--- src/rtl/udp_tx_sched_if.sv ---
// Signal bundle between the two packetizers, the TX scheduler and the UDP transmit engine.
// The master modport is the scheduler's view; slave is the surrounding environment.
interface udp_tx_sched_if;
  localparam int unsigned LEN_W  = 16;
  localparam int unsigned DATA_W = 32;

  logic              ch0_start_en;
  logic              ch1_start_en;
  logic [LEN_W-1:0]  ch0_byte_num;
  logic [LEN_W-1:0]  ch1_byte_num;
  logic [DATA_W-1:0] ch0_tx_data;
  logic [DATA_W-1:0] ch1_tx_data;
  logic              ch0_tx_req;
  logic              ch1_tx_req;
  logic              ch0_tx_done;
  logic              ch1_tx_done;
  logic              udp_tx_start_en;
  logic [LEN_W-1:0]  udp_tx_byte_num;
  logic [DATA_W-1:0] udp_tx_data;
  logic              udp_tx_req;
  logic              udp_tx_done;
  logic              grant;
  logic              err_pulse;
  logic [1:0]        err_code;

  modport master (
    input  ch0_start_en, ch1_start_en, ch0_byte_num, ch1_byte_num,
           ch0_tx_data, ch1_tx_data, udp_tx_req, udp_tx_done,
    output ch0_tx_req, ch1_tx_req, ch0_tx_done, ch1_tx_done,
           udp_tx_start_en, udp_tx_byte_num, udp_tx_data, grant, err_pulse, err_code
  );

  modport slave (
    output ch0_start_en, ch1_start_en, ch0_byte_num, ch1_byte_num,
           ch0_tx_data, ch1_tx_data, udp_tx_req, udp_tx_done,
    input  ch0_tx_req, ch1_tx_req, ch0_tx_done, ch1_tx_done,
           udp_tx_start_en, udp_tx_byte_num, udp_tx_data, grant, err_pulse, err_code
  );
endinterface

--- src/rtl/udp_tx_sched.sv ---
// Two-channel round-robin scheduler in front of the UDP TX engine: length check,
// grant, data/strobe routing, inter-packet gap and a done watchdog.
module udp_tx_sched #(
  parameter logic [15:0] IFG_CYCLES     = 16'd800,
  parameter logic [15:0] MAX_BYTE_NUM   = 16'd1472,
  parameter logic [15:0] TIMEOUT_CYCLES = 16'd4000
) (
  input  logic           eth_tx_clk,
  input  logic           rst_n,
  udp_tx_sched_if.master bus
);
  localparam int unsigned LEN_W  = 16;
  localparam int unsigned CNT_W  = 16;
  localparam int unsigned NUM_CH = 2;

  localparam logic [1:0] ERR_NONE = 2'b00;
  localparam logic [1:0] ERR_LEN  = 2'b01;
  localparam logic [1:0] ERR_OVR  = 2'b10;
  localparam logic [1:0] ERR_TMO  = 2'b11;

  typedef enum logic [1:0] {S_IDLE, S_START, S_XFER, S_GAP} state_e;

  state_e                        state_q, state_d;
  logic [NUM_CH-1:0]             pend_q, pend_d;
  logic [NUM_CH-1:0][LEN_W-1:0]  len_q, len_d;
  logic                          last_grant_q, last_grant_d;
  logic                          grant_q, grant_d;
  logic [LEN_W-1:0]              byte_num_q, byte_num_d;
  logic                          start_en_q, start_en_d;
  logic [NUM_CH-1:0]             tx_done_q, tx_done_d;
  logic [CNT_W-1:0]              wd_q, wd_d;
  logic [CNT_W-1:0]              gap_q, gap_d;
  logic                          err_pulse_q, err_pulse_d;
  logic [1:0]                    err_code_q, err_code_d;

  logic [NUM_CH-1:0]             req_start;
  logic [NUM_CH-1:0][LEN_W-1:0]  req_len;
  logic [1:0]                    err_lvl;
  logic                          sel;

  assign req_start = {bus.ch1_start_en, bus.ch0_start_en};
  assign req_len   = {bus.ch1_byte_num, bus.ch0_byte_num};

  // Next-state: FSM first (it may clear a pend bit), then the request latches so a new
  // request arriving in the clearing cycle is accepted.
  always_comb begin
    state_d      = state_q;
    pend_d       = pend_q;
    len_d        = len_q;
    last_grant_d = last_grant_q;
    grant_d      = grant_q;
    byte_num_d   = byte_num_q;
    start_en_d   = 1'b0;
    tx_done_d    = '0;
    wd_d         = wd_q;
    gap_d        = gap_q;
    err_pulse_d  = 1'b0;
    err_code_d   = err_code_q;
    err_lvl      = ERR_NONE;
    sel          = last_grant_q;

    case (state_q)
      S_IDLE: begin
        if (pend_q != '0) begin
          sel        = (pend_q == 2'b11) ? ~last_grant_q : pend_q[1];
          grant_d    = sel;
          byte_num_d = len_q[sel];
          start_en_d = 1'b1;
          state_d    = S_START;
        end
      end
      S_START: begin
        wd_d    = '0;
        state_d = S_XFER;
      end
      S_XFER: begin
        if (bus.udp_tx_done || (wd_q >= TIMEOUT_CYCLES - 16'd1)) begin
          pend_d[grant_q]    = 1'b0;
          tx_done_d[grant_q] = 1'b1;
          gap_d              = '0;
          state_d            = S_GAP;
          if (bus.udp_tx_done) last_grant_d = grant_q;
          else                 err_lvl      = ERR_TMO;
        end else if (wd_q != '1) begin
          wd_d = wd_q + 16'd1;
        end
      end
      S_GAP: begin
        if (gap_q >= IFG_CYCLES - 16'd1) state_d = S_IDLE;
        else if (gap_q != '1)            gap_d   = gap_q + 16'd1;
      end
      default: state_d = S_IDLE;
    endcase

    for (int n = 0; n < int'(NUM_CH); n++) begin
      if (req_start[1'(n)]) begin
        if ((req_len[1'(n)] == '0) || (req_len[1'(n)] > MAX_BYTE_NUM)) begin
          if (err_lvl < ERR_LEN) err_lvl = ERR_LEN;
        end else if (pend_d[1'(n)]) begin
          if (err_lvl < ERR_OVR) err_lvl = ERR_OVR;
        end else begin
          pend_d[1'(n)] = 1'b1;
          len_d[1'(n)]  = req_len[1'(n)];
        end
      end
    end

    // Numeric code order equals priority, so the largest code raised this cycle wins.
    if (err_lvl != ERR_NONE) begin
      err_pulse_d = 1'b1;
      err_code_d  = err_lvl;
    end
  end

  always_ff @(posedge eth_tx_clk or negedge rst_n) begin
    if (!rst_n) begin
      state_q      <= S_IDLE;
      pend_q       <= '0;
      len_q        <= '0;
      last_grant_q <= 1'b1;
      grant_q      <= 1'b0;
      byte_num_q   <= '0;
      start_en_q   <= 1'b0;
      tx_done_q    <= '0;
      wd_q         <= '0;
      gap_q        <= '0;
      err_pulse_q  <= 1'b0;
      err_code_q   <= ERR_NONE;
    end else begin
      state_q      <= state_d;
      pend_q       <= pend_d;
      len_q        <= len_d;
      last_grant_q <= last_grant_d;
      grant_q      <= grant_d;
      byte_num_q   <= byte_num_d;
      start_en_q   <= start_en_d;
      tx_done_q    <= tx_done_d;
      wd_q         <= wd_d;
      gap_q        <= gap_d;
      err_pulse_q  <= err_pulse_d;
      err_code_q   <= err_code_d;
    end
  end

  // Data path is gated to XFER so it reads as zero while idle or in reset.
  assign bus.ch0_tx_req      = bus.udp_tx_req & (state_q == S_XFER) & ~grant_q;
  assign bus.ch1_tx_req      = bus.udp_tx_req & (state_q == S_XFER) &  grant_q;
  assign bus.udp_tx_data     = (state_q != S_XFER) ? '0 :
                               (grant_q ? bus.ch1_tx_data : bus.ch0_tx_data);
  assign bus.udp_tx_start_en = start_en_q;
  assign bus.udp_tx_byte_num = byte_num_q;
  assign bus.ch0_tx_done     = tx_done_q[0];
  assign bus.ch1_tx_done     = tx_done_q[1];
  assign bus.grant           = grant_q;
  assign bus.err_pulse       = err_pulse_q;
  assign bus.err_code        = err_code_q;
endmodule

--- src/flat_wrapper.sv ---
// flat-port wrapper written by rule: the top's interface ports become plain ports
module udp_tx_sched_flat 
#(
  parameter logic [15:0] IFG_CYCLES     = 16'd800,
  parameter logic [15:0] MAX_BYTE_NUM   = 16'd1472,
  parameter logic [15:0] TIMEOUT_CYCLES = 16'd4000
)
  (eth_tx_clk, rst_n, bus_ch0_start_en, bus_ch1_start_en, bus_ch0_byte_num, bus_ch1_byte_num, bus_ch0_tx_data, bus_ch1_tx_data, bus_udp_tx_req, bus_udp_tx_done, bus_ch0_tx_req, bus_ch1_tx_req, bus_ch0_tx_done, bus_ch1_tx_done, bus_udp_tx_start_en, bus_udp_tx_byte_num, bus_udp_tx_data, bus_grant, bus_err_pulse, bus_err_code);
  udp_tx_sched_if bus_i ();
  input  logic eth_tx_clk;
  input  logic rst_n;
  input wire logic [$bits(bus_i.ch0_start_en)-1:0] bus_ch0_start_en;
  input wire logic [$bits(bus_i.ch1_start_en)-1:0] bus_ch1_start_en;
  input wire logic [$bits(bus_i.ch0_byte_num)-1:0] bus_ch0_byte_num;
  input wire logic [$bits(bus_i.ch1_byte_num)-1:0] bus_ch1_byte_num;
  input wire logic [$bits(bus_i.ch0_tx_data)-1:0] bus_ch0_tx_data;
  input wire logic [$bits(bus_i.ch1_tx_data)-1:0] bus_ch1_tx_data;
  input wire logic [$bits(bus_i.udp_tx_req)-1:0] bus_udp_tx_req;
  input wire logic [$bits(bus_i.udp_tx_done)-1:0] bus_udp_tx_done;
  output wire logic [$bits(bus_i.ch0_tx_req)-1:0] bus_ch0_tx_req;
  output wire logic [$bits(bus_i.ch1_tx_req)-1:0] bus_ch1_tx_req;
  output wire logic [$bits(bus_i.ch0_tx_done)-1:0] bus_ch0_tx_done;
  output wire logic [$bits(bus_i.ch1_tx_done)-1:0] bus_ch1_tx_done;
  output wire logic [$bits(bus_i.udp_tx_start_en)-1:0] bus_udp_tx_start_en;
  output wire logic [$bits(bus_i.udp_tx_byte_num)-1:0] bus_udp_tx_byte_num;
  output wire logic [$bits(bus_i.udp_tx_data)-1:0] bus_udp_tx_data;
  output wire logic [$bits(bus_i.grant)-1:0] bus_grant;
  output wire logic [$bits(bus_i.err_pulse)-1:0] bus_err_pulse;
  output wire logic [$bits(bus_i.err_code)-1:0] bus_err_code;
  assign bus_i.ch0_start_en = bus_ch0_start_en;
  assign bus_i.ch1_start_en = bus_ch1_start_en;
  assign bus_i.ch0_byte_num = bus_ch0_byte_num;
  assign bus_i.ch1_byte_num = bus_ch1_byte_num;
  assign bus_i.ch0_tx_data = bus_ch0_tx_data;
  assign bus_i.ch1_tx_data = bus_ch1_tx_data;
  assign bus_i.udp_tx_req = bus_udp_tx_req;
  assign bus_i.udp_tx_done = bus_udp_tx_done;
  assign bus_ch0_tx_req = bus_i.ch0_tx_req;
  assign bus_ch1_tx_req = bus_i.ch1_tx_req;
  assign bus_ch0_tx_done = bus_i.ch0_tx_done;
  assign bus_ch1_tx_done = bus_i.ch1_tx_done;
  assign bus_udp_tx_start_en = bus_i.udp_tx_start_en;
  assign bus_udp_tx_byte_num = bus_i.udp_tx_byte_num;
  assign bus_udp_tx_data = bus_i.udp_tx_data;
  assign bus_grant = bus_i.grant;
  assign bus_err_pulse = bus_i.err_pulse;
  assign bus_err_code = bus_i.err_code;
  udp_tx_sched #(.IFG_CYCLES(IFG_CYCLES), .MAX_BYTE_NUM(MAX_BYTE_NUM), .TIMEOUT_CYCLES(TIMEOUT_CYCLES)) u_core (.eth_tx_clk(eth_tx_clk), .rst_n(rst_n), .bus(bus_i));
endmodule
--- config.mk ---
export PLATFORM = sky130hd
export DESIGN_NAME = udp_tx_sched_flat
export DESIGN_NICKNAME = d
export VERILOG_FILES = /design/src/rtl/udp_tx_sched_if.sv /design/src/rtl/udp_tx_sched.sv /design/src/flat_wrapper.sv
export SDC_FILE = /design/constraint.sdc
export NUM_CORES = 1
export LEC_CHECK = 0
export BUFFER_PORTS_ARGS = -buffer_cell sky130_fd_sc_hd__buf_2
export CORE_MARGIN = 2
export CORE_UTILIZATION = 40
export DETAILED_ROUTE_END_ITERATION = 16
export GPL_TIMING_DRIVEN = 0
export PLACE_DENSITY_LB_ADDON = 0.1
export SYNTH_ARGS = -nofsm -noshare
export SYNTH_HDL_FRONTEND = slang
export SYNTH_SLANG_ARGS = --single-unit
--- constraint.sdc ---
create_clock -name eth_tx_clk -period 5.09 [get_ports eth_tx_clk]
set_input_delay 0 -clock eth_tx_clk [delete_from_list [all_inputs] [get_ports eth_tx_clk]]
set_output_delay 0 -clock eth_tx_clk [all_outputs]
set_load 0.005 [all_outputs]
## Word level (Yosys, flattened, before mapping)

Cells that the tools add are included.

| word-level totals | value |
|---|---|
| word-level logic and storage cells | 97 |
| bits of input ports | 102 |
| bits in registers | 76 |
| output and inout bits | 57 |

| cells by class | value |
|---|---|
| equal/unequal tests | 14 |
| bitwise operators | 9 |
| add/subtract/negate cells | 2 |
| mux-type cells | 35 |
| reduce and logical (&&, ||, !) cells | 16 |
| order comparisons | 8 |

Operators by type and width:

| operator | number |
|---|---|
| $mux W16 | 7 |
| $mux W32 | 2 |
| $pmux W16 S2 | 2 |
| $add A16 B1 Y16 const B | 2 |
| $ne A16 B16 Y1 const B | 2 |
| $mux W2 | 13 |
| $ge A16 B10 Y1 const B | 1 |
| $ge A16 B12 Y1 const B | 1 |
| $gt A16 B11 Y1 const B | 1 |
| $logic_not A16 Y1 | 1 |
| $reduce_and A3 Y1 | 4 |
| $ne A2 B1 Y1 const B | 5 |
| $mux W1 | 9 |
| $pmux W2 S4 | 1 |
| $reduce_bool A2 Y1 | 4 |
| $eq A2 B2 Y1 const B | 3 |
| $ne A2 B2 Y1 const B | 3 |
| $lt A1 B2 Y1 const B | 2 |
| $not A1 Y1 | 4 |
| $reduce_and A2 Y1 | 2 |
| $reduce_and A4 Y1 | 1 |
| $and A1 B1 Y1 | 3 |
| $and A2 B2 Y2 | 1 |
| $eq A2 B1 Y1 const B | 1 |
| other kinds (8) | 9 |

## Longest topological paths before layout

Gate-level depths: netlist (run 1).

| logic depth | value |
|---|---|
| depth after elaboration | 13 |
| mapped depth | 11 |
| depth with buffers taken out | 7 |

## Worst setup path before layout (run 1)

No wires, ideal clock.

| path | value |
|---|---|
| kind | register -> register |
| start | reg u_core.state_q[0] |
| end | reg u_core.len_q[10] (netlist bit) |
| arrival time | 2.250 ns |
| path slack | 2.715 ns |
| clock period less this slack | 2.375 ns |
| setup time | 0.125 ns |
| path buffers | 4 |
| stages on the path, launching flop included | 12 |
| data required time | 4.965 ns |
| cell sequence | dfrtp_1 -> inv_1 -> ha_1 -> buf_2 -> nand3_1 -> a211o_1 -> buf_6 -> a21o_1 -> a211o_1 -> buf_6 -> buf_6 -> mux2_4 |

| between the ends | value |
|---|---|
| cells in the longest elaborated chain, start to end | 4 |

Ends and longest elaborated chain:

| item | RTL line | text |
|---|---|---|
| start: declaration | udp_tx_sched.sv:23 | `state_e state_q, state_d;` |
| start signal: assignment | udp_tx_sched.sv:130 | `state_q <= state_d;` |
| $eq A2 B2 Y1 | udp_tx_sched.sv:62 | `case (state_q)` |
| $mux W1 | udp_tx_sched.sv:62 |  |
| $not A1 Y1 (no source line) | -- |  |
| $reduce_and A3 Y1 (no source line) | -- |  |
| end signal: assignment | udp_tx_sched.sv:132 | `len_q <= len_d;` |
| end: declaration | udp_tx_sched.sv:25 | `logic [NUM_CH-1:0][LEN_W-1:0] len_q, len_d;` |

No other way between the ends.
A chain may end at the register's enable or synchronous reset.

## Worst setup path after layout (run 1)

| path | value |
|---|---|
| start | reg u_core.state_q[0] |
| end | reg u_core.len_q[9] (netlist bit) |

The elaborated chain is that of the path after synthesis.

==> impl_results.rst, run 1 <==
.. list-table::
   :header-rows: 1

   * - Metric
     - Value
   * - Peak VDD IR
     - 0.186 mV
   * - Max Root-Sink Buffers
     - 2
   * - Maximum level of the CTS H-tree
     - 3
   * - TritonCTS clock tree
     - built
   * - Pin count of the biggest net entering global routing
     - 49
   * - Post-synth EDFFs
     - 0
   * - Setup Total Neg Slack
     - 0 ns
   * - First-pass detailed-route iteration total
     - 4
   * - Portion of synthesized cell area occupied by the leading cell type
     - 47.5%
   * - CTS clk-pin slew, worst paths
     - 0.08 ns
   * - Number of buffers added on ports
     - 141
   * - Final Cycle Share
     - 51.0%
   * - Floorplan die height
     - 103 microns
   * - Synth Flop Type
     - sky130_fd_sc_hd__dfrtp_1
   * - Wire per inst
     - 14.5 microns
   * - Final setup skew
     - 0.0102 ns
   * - Width of the die
     - 103 microns
   * - Global-route wire length before repair
     - 15.9 mm
   * - Relative slew slack
     - 43.8%
   * - FP Rows
     - 36
   * - End-of-flow core utilization
     - 53.5%
   * - Nets
     - 661
   * - Post-synthesis cell count
     - 388
   * - Total length of routed wires
     - 10.0 mm
   * - Result of the run
     - complete, no violations
   * - Setup repair after global routing missed its margin
     - false
   * - Leakage power of the design
     - 2.54 nW
   * - Total die area
     - 10,700 sq um
   * - Average size of a mapped cell
     - 10.2 sq um
   * - Final routed DRC violation total
     - 0
   * - Path type of the worst setup path
     - reg2reg
   * - Number of clock buffers inserted by TritonCTS
     - 9
   * - Drt initial violations
     - 115
   * - Initial cell density of the core
     - 40.8%
   * - Total track usage
     - 19.0%
   * - Final number of hold-violating endpoints
     - 0
   * - Clk sinks
     - 76
   * - Critical path fanouts, max
     - 10
   * - Class of the most critical hold timing path
     - in2reg
   * - Slack of the worst reg-to-reg path
     - 2.49 ns
   * - Dominant cells by area after synthesis
     - sky130_fd_sc_hd__dfrtp_1 (47%), sky130_fd_sc_hd__mux2i_1 (8.9%), sky130_fd_sc_hd__nor2_1 (4.9%)
   * - Post-route ant nets
     - 0
   * - Transition time at the pin with the least slew margin
     - 0.836 ns
   * - Crit path arrival time
     - 2.84 ns
   * - Leading area contributor after synthesis
     - sky130_fd_sc_hd__dfrtp_1
   * - Final Setup Violations
     - 0
   * - Final Wtd Congestion
     - 0.805
   * - Ant diodes
     - 0
   * - Most frequent cells after synthesis
     - sky130_fd_sc_hd__dfrtp_1 (75), sky130_fd_sc_hd__nor2_1 (52), sky130_fd_sc_hd__mux2i_1 (35)
   * - Launch point of the worst path
     - u_core.state_q[0]$_DFFE_PN0P_
   * - Proportion of synthesized chip area in sequential cells
     - 48.1%
   * - Required time reported for the critical path endpoint
     - 5.33 ns
   * - Area of the mapped netlist
     - 3950 sq um
   * - Worst R2R Path Depth
     - 11
   * - Number of top-level pins
     - 159
   * - Clock insertion delay at the later pin of the skew report
     - 0.35 ns
   * - Final-report max-slew violation count
     - 0
   * - Async S/R FF share, synth
     - 100%
   * - Growth of design area from synthesis to finish
     - 31.0%
   * - Number of fill cells in the layout
     - 924
   * - Cell with the most instances after synthesis
     - sky130_fd_sc_hd__dfrtp_1
   * - Origin of the critical flop-to-flop path
     - u_core.state_q[0]$_DFFE_PN0P_
   * - Maximum clock rate
     - 0.385 GHz
   * - Proportion of layout cells with a drive suffix above 1
     - 32.4%
   * - CORE AREA
     - 9680 sq um
   * - Capturing point of the worst reg2reg path
     - u_core.len_q[9]$_DFFE_PN0P_
   * - Post-place instance area
     - 4860 sq um
   * - Via count normalized by instance count
     - 5.12
   * - End point of the critical path
     - u_core.len_q[9]$_DFFE_PN0P_
   * - Count of maximum capacitance violations
     - 0
   * - Total congestion overflow
     - 0
   * - Final period demand of the worst path
     - 2.60 ns
   * - Pwr/cell area
     - 372 nW/um^2
   * - DP Wirelength
     - 7.52 mm
   * - Post-Layout Inst Area
     - 5180 sq um
   * - Syn_nets
     - 495
   * - Number of antenna violations at the first check in global routing
     - 0
   * - Number of unique standard cell types used by synthesis
     - 53
   * - Detailed-route via count
     - 3,540
   * - Count of warnings emitted by yosys
     - 0
   * - Register bit total from synthesis
     - 76
   * - Vias in the first global route
     - 3,366
   * - Crit. End Element
     - register
   * - Clock Root Buffer
     - sky130_fd_sc_hd__clkbuf_8
   * - Critical path launch point type
     - register
## cells in the final DEF, fill, tap and decap left out, drive strengths merged, types with 12 or more instances in the layout
cell type / instances
a22o: 17
nand3: 13
nand2: 19
dfrtp: 75
mux2: 12
inv: 22
buf: 151
a21oi: 13
nor2: 52
dlygate4sd3: 13
clkbuf: 21
mux2i: 35
nand4: 14
## worst min path at each step
stage / start / end / depth (start not counted) / slack [ns]
final: bus_udp_tx_done / u_core.last_grant_q$_DFFE_PN1P_ / 3 / 0.05
after global routing: bus_udp_tx_done / u_core.last_grant_q$_DFFE_PN1P_ / 3 / 0.06
after CTS: bus_udp_tx_done / u_core.last_grant_q$_DFFE_PN1P_ / 3 / 0.05
after detailed placement: rst_n / u_core.gap_q[10]$_DFFE_PN0P_ / 1 / -0.05
after global placement: bus_ch0_byte_num[3] / u_core.len_q[3]$_DFFE_PN0P_ / 2 / 0.25
after floorplan: rst_n / u_core.bus.err_code[0]$_DFFE_PN0P_ / 0 / -0.30
## routing by layer
metal / routed length (microns) / up-vias / GRT usage (%) / share of wire, %
li1: - / 1744 / - / -
met1: 4350 / 1685 / 24.5 / 43
met2: 5010 / 99 / 32.0 / 50
met3: 457 / 12 / 4.17 / 4.6
met4: 187 / 0 / 6.17 / 1.9
met5: 0 / - / 0 / 0
## critical path, cell delays in order (launching register included)
cell                      delay [ns]
sky130_fd_sc_hd__dfrtp_1        0.40
sky130_fd_sc_hd__inv_1          0.09
sky130_fd_sc_hd__ha_1           0.15
sky130_fd_sc_hd__buf_2          0.22
sky130_fd_sc_hd__nand3_1        0.13
sky130_fd_sc_hd__a211o_1        0.26
sky130_fd_sc_hd__buf_6          0.14
sky130_fd_sc_hd__a21o_1         0.21
sky130_fd_sc_hd__a211o_1        0.32
sky130_fd_sc_hd__buf_6          0.14
sky130_fd_sc_hd__buf_6          0.14
sky130_fd_sc_hd__mux2_4         0.29
## logic make-up (layout without fill, tap and decap cells)
group	count (synthesis)	after routing	share of synthesized area [%]
AO/OA/AOI/OAI	74	74	14.1
XOR/XNOR	5	5	1.11
adder cells (fa/ha/maj)	5	5	1.58
buffers and inverters	42	213	4.65
flip-flops	76	76	48.1
multiplexers	47	47	12.8
AND/OR/NAND/NOR	139	139	17.6
## flip-flops by register name (all words and copies together), names as in the netlist
| register | cells |
|---|---|
| u_core.bus.err_code | 2 |
| u_core.bus.err_pulse | 1 |
| u_core.bus.grant | 1 |
| u_core.bus.udp_tx_byte_num | 16 |
| u_core.bus.udp_tx_start_en | 1 |
| u_core.gap_q | 16 |
| u_core.last_grant_q | 1 |
| u_core.len_q | 16 |
| u_core.pend_q | 2 |
| u_core.state_q | 2 |
| u_core.tx_done_q | 2 |
| u_core.wd_q | 16 |
## area by class of cell
| cell class | count | area, sq um | share of cell area (%) |
|---|---|---|---|
| tap | 133 | 166 | 3.21 |
| clock inverter | 7 | 70.1 | 1.35 |
| inverter | 21 | 78.8 | 1.52 |
| sequential | 76 | 1900 | 36.7 |
| timing repair buffer | 155 | 866 | 16.7 |
| multi-input combinational | 270 | 1870 | 36.0 |
| clock buffer | 9 | 124 | 2.39 |
| buffer | 21 | 105 | 2.03 |
## where the power goes
group	total [W]	leakage [nW]	internal [W]	switching, W
logic	0.000739	1.41	0.000292	0.000447
clock network	0.000445	0.0951	0.000189	0.000255
registers	0.000741	1.03	0.000686	0.0000547
total	0.00192	2.54	0.00117	0.000757
## metrics by stage
step | setup WS [ns] | hold slack, ns | instances | total power, W
finish | 2.49 | 0.0536 | 692 | 0.00192
floorplan | 2.71 | -0.296 | 388 | 0.00118
global placement | 2.52 | 0.250 | 662 | 0.00148
detailed placement | 2.50 | -0.0493 | 663 | 0.00149
global route | 2.28 | 0.0635 | 692 | 0.00208
CTS | 2.47 | 0.0530 | 692 | 0.00195
## timing repair
action / CTS / global route
hold buffers: 13 / 0
hold endpoints to repair: 90 / 0
setup buffers: 0 / 0
resized for setup: 0 / 0
Note: power is estimated with default switching activity, not from simulation.
==> run 2, diff against run 1 <==
- ABC_AREA: unset -> 1
- clock period: 5.09 -> 2.15 ns (I/O delays scaled with it)
==> impl_results.rst, run 2 <==
.. list-table::
   :header-rows: 1

   * - Metric
     - Value
   * - Result of the run
     - complete, no violations
   * - Clock Root Buffer
     - sky130_fd_sc_hd__clkbuf_8
   * - Floorplan die height
     - 105 microns (+1.9%)
   * - Post-route ant nets
     - 0 (unchanged)
   * - Path type of the worst setup path
     - reg2out
   * - Relative slew slack
     - 67.4% (+24 points)
   * - Growth of design area from synthesis to finish
     - 31.1% (about the same)
   * - Leading area contributor after synthesis
     - sky130_fd_sc_hd__dfrtp_1
   * - Detailed-route via count
     - 4,032 (+14%)
   * - Critical path fanouts, max
     - 10 (unchanged)
   * - Slowest cell delay on critical path
     - 0.40 ns (about the same)
   * - DP Wirelength
     - 7.80 mm (+3.8%)
   * - Width of the die
     - 105 microns (+1.9%)
   * - Count of maximum capacitance violations
     - 0 (unchanged)
   * - Final period demand of the worst path
     - 1.95 ns
   * - Clk sinks
     - 76 (unchanged)
   * - Leakage power of the design
     - 2.91 nW (+15%)
   * - Number of buffers added on ports
     - 141 (unchanged)
   * - Pwr/cell area
     - 984 nW/um^2 (+160%)
   * - Commonest cells after routing, fill and taps aside
     - sky130_fd_sc_hd__buf_2 (145), sky130_fd_sc_hd__nand2_1 (125), sky130_fd_sc_hd__nor2_1 (106)
   * - Number of clock buffers inserted by TritonCTS
     - 9 (unchanged)
   * - Vias in the first global route
     - 3,842 (+14%)
   * - TritonCTS clock tree
     - built
   * - Clock insertion delay at the later pin of the skew report
     - 0.35 ns (about the same)
   * - Total length of routed wires
     - 10.4 mm (+4.2%)
   * - Origin of the critical flop-to-flop path
     - u_core.wd_q[0]$_DFFE_PN0P_
   * - Post-synth EDFFs
     - 0 (unchanged)
   * - Buffering stage count on the worst path with inverters included
     - 4 (-1)
   * - Post-synthesis cell count
     - 537 (+38%)
   * - Cell with the most instances after synthesis
     - sky130_fd_sc_hd__nand2_1
   * - Setup repair after global routing missed its margin
     - false
   * - Postcts setup bufs
     - 0 (unchanged)
   * - Critical path launch point type
     - register
   * - Total congestion overflow
     - 0 (unchanged)
   * - Most common library cell in the layout ignoring fill and taps
     - sky130_fd_sc_hd__buf_2
   * - Worst setup slack after placement
     - 0.342 ns (-2.16 ns)
   * - Dominant cells by area after synthesis
     - sky130_fd_sc_hd__dfrtp_1 (46%), sky130_fd_sc_hd__nand2_1 (11%), sky130_fd_sc_hd__nor2_1 (9.7%)
   * - Worst path top cell family by delay
     - buffers and inverters
   * - Met2 WL post-DR
     - 5.04 mm (+0.50%)
   * - Capturing point of the worst reg2reg path
     - u_core.gap_q[3]$_DFFE_PN0P_
   * - Total die area
     - 11,100 sq um (+3.8%)
   * - Routed length on met3
     - 561 microns (+23%)
   * - Final routed DRC violation total
     - 0 (unchanged)
   * - Final Setup Violations
     - 0 (unchanged)
   * - CTS clk-pin slew, worst paths
     - 0.09 ns (about the same)
   * - Number of fill cells in the layout
     - 996 (+7.8%)
   * - Register bit total from synthesis
     - 76 (unchanged)
   * - Peak VDD IR
     - 0.420 mV (+130%)
   * - Number of unique standard cell types used by synthesis
     - 35 (-34%)
   * - Most frequent cells after synthesis
     - sky130_fd_sc_hd__nand2_1 (125), sky130_fd_sc_hd__nor2_1 (106), sky130_fd_sc_hd__dfrtp_1 (75)
   * - Highest metal layer used by the detailed router
     - met4
   * - Final Wtd Congestion
     - 0.819 (+1.9%)
   * - Portion of synthesized cell area occupied by the leading cell type
     - 45.6% (-1.8 points)
   * - Final-report max-slew violation count
     - 0 (unchanged)
   * - Ant diodes
     - 0 (unchanged)
   * - Global-route wire length before repair
     - 17.7 mm (+12%)
   * - Pin count of the biggest net entering global routing
     - 57 (+16%)
   * - First-pass detailed-route iteration total
     - 4 (unchanged)
   * - Maximum level of the CTS H-tree
     - 3 (unchanged)
   * - Cell seen most often among critical-path stages
     - sky130_fd_sc_hd__buf_2
   * - Synth Flop Type
     - sky130_fd_sc_hd__dfrtp_1
   * - CORE AREA
     - 10,100 sq um (+4.7%)
   * - Transition time at the pin with the least slew margin
     - 0.489 ns (-0.347 ns)
   * - Syn_nets
     - 644 (+30%)
   * - Setup Total Neg Slack
     - 0 ns (unchanged)
   * - Cell-by-cell listing of the critical path
     - inv_1 -> ha_1 -> buf_2 -> clkbuf_1 -> o21ai_0 -> nor2_1 -> buf_2
   * - Number of top-level pins
     - 159 (unchanged)
   * - Final setup skew
     - 0.0151 ns (+0.00487 ns)
   * - Nets
     - 811 (+23%)
   * - Placed Cells
     - 815 (+23%)
   * - Wire per inst
     - 12.3 microns (-15%)
   * - Slack of the worst reg-to-reg path
     - 0.34 ns (-2.15 ns)
   * - Proportion of synthesized chip area in sequential cells
     - 46.3% (-1.8 points)
   * - Final number of hold-violating endpoints
     - 0 (unchanged)
   * - Worst R2R Path Depth
     - 13 (+2)
   * - Max Root-Sink Buffers
     - 2 (unchanged)
   * - Maximum clock rate
     - 0.514 GHz
   * - Final Cycle Share
     - 90.5%
   * - Number of antenna violations at the first check in global routing
     - 0 (unchanged)
   * - Total track usage
     - 19.6% (+0.58 points)
   * - Drt initial violations
     - 198 (+72%)
   * - Number of standard cells in the layout, taps in and fillers out
     - 845 (+22%)
   * - Area of the mapped netlist
     - 4110 sq um (+4.0%)
   * - Required time reported for the critical path endpoint
     - 2.15 ns (-3.18 ns)
   * - Proportion of layout cells with a drive suffix above 1
     - 30.3% (-2.1 points)
   * - Crit path arrival time
     - 1.95 ns (-0.89 ns)
   * - Count of warnings emitted by yosys
     - 0 (unchanged)
   * - Initial cell density of the core
     - 40.6% (-0.27 points)
   * - Average size of a mapped cell
     - 7.66 sq um (-25%)
   * - Highest-delay cell along the critical path
     - sky130_fd_sc_hd__dfrtp_1
   * - FP Rows
     - 37 (+2.8%)
   * - Async S/R FF share, synth
     - 100% (unchanged)
   * - Crit. End Element
     - output pin
   * - Smallest setup slack after layout
     - 0.204 ns (-2.29 ns)
   * - Via count normalized by instance count
     - 4.77 (-6.7%)
   * - Sum of routed wire segments on met1
     - 4.72 mm (+8.5%)
   * - Class of the most critical hold timing path
     - in2async
## run 2: repair_timing
| action | in CTS | in global routing |
|---|---|---|
| endpoints found under the setup margin | 0 | 3 |
| hold buffers | 14 | 0 |
| resized for setup | 0 | 4 |
| endpoints found under the hold margin | 91 | 0 |
## run 2: logic make-up (layout without fill, tap and decap cells)
logic type	after synthesis	count (layout)	synth area share, %
and+or+nand+nor	317	317	33.5
DFF	76	76	46.3
AOI/OAI and AO/OA	64	64	9.19
buffers and inverters	64	236	7.12
xor gates and xnor gates	11	11	2.34
adders and majority gates	5	5	1.52
## run 2: where the power goes
group / total (W) / internal [W] / switching (W)
clock: 0.00126 / 0.000696 / 0.000566
sequential: 0.00176 / 0.00162 / 0.000143
combinational: 0.00229 / 0.000837 / 0.00145
## run 2: how the worst max path moves through the flow
stage / from / to / cells past startpoint
2_1_floorplan: u_core.wd_q[0]$_DFFE_PN0P_ / u_core.gap_q[7]$_DFFE_PN0P_ / 12
3_3_place_gp: u_core.wd_q[0]$_DFFE_PN0P_ / u_core.gap_q[3]$_DFFE_PN0P_ / 13
3_5_place_dp: u_core.wd_q[0]$_DFFE_PN0P_ / u_core.len_q[7]$_DFFE_PN0P_ / 13
4_1_cts: u_core.state_q[0]$_DFFE_PN0P_ / bus_udp_tx_data[1] / 7
5_1_grt: u_core.state_q[0]$_DFFE_PN0P_ / bus_udp_tx_data[15] / 7
6_report: u_core.state_q[0]$_DFFE_PN0P_ / bus_udp_tx_data[17] / 7
## run 2: cell type report
type / instances / area (sq um) / share of cell area, %
tap: 136 / 170 / 3.16
buffer: 22 / 138 / 2.55
clock buffer: 10 / 138 / 2.55
multi-input combinational: 397 / 1920 / 35.5
clock inverter: 6 / 93.8 / 1.74
timing repair buffer: 156 / 876 / 16.2
sequential: 76 / 1900 / 35.3
inverter: 42 / 158 / 2.92
## run 2: worst reg2reg max path, stage by stage, from the launching register on
cell                      delay (ns)
sky130_fd_sc_hd__dfrtp_1        0.43
sky130_fd_sc_hd__ha_1           0.26
sky130_fd_sc_hd__nand2_1        0.10
sky130_fd_sc_hd__inv_2          0.06
sky130_fd_sc_hd__nand2_2        0.08
sky130_fd_sc_hd__nand2_2        0.06
sky130_fd_sc_hd__nand2_2        0.08
sky130_fd_sc_hd__nand2_2        0.07
sky130_fd_sc_hd__nor2_4         0.11
sky130_fd_sc_hd__nand2_2        0.08
sky130_fd_sc_hd__nand2_4        0.16
sky130_fd_sc_hd__buf_12         0.16
sky130_fd_sc_hd__nand2_2        0.06
sky130_fd_sc_hd__nand2_2        0.06
## run 2: stage by stage
step	hold slack (ns)	total power (W)	utilization [%]	area, sq um
finish	0.0830	0.00531	53.2	5390
global route	0.0833	0.00577	53.2	5390
CTS	0.0693	0.00538	53.2	5390
detailed placement	-0.0872	0.00408	49.5	5020
global placement	0.260	0.00404	49.2	4990
floorplan	-0.296	0.00324	-	4110
## run 2: per-layer routing
metal / vias up / GRT usage, %
li1: 2045 / -
met1: 1876 / 25.1
met2: 103 / 33.8
met3: 8 / 3.83
met4: 0 / 5.33
met5: - / 0
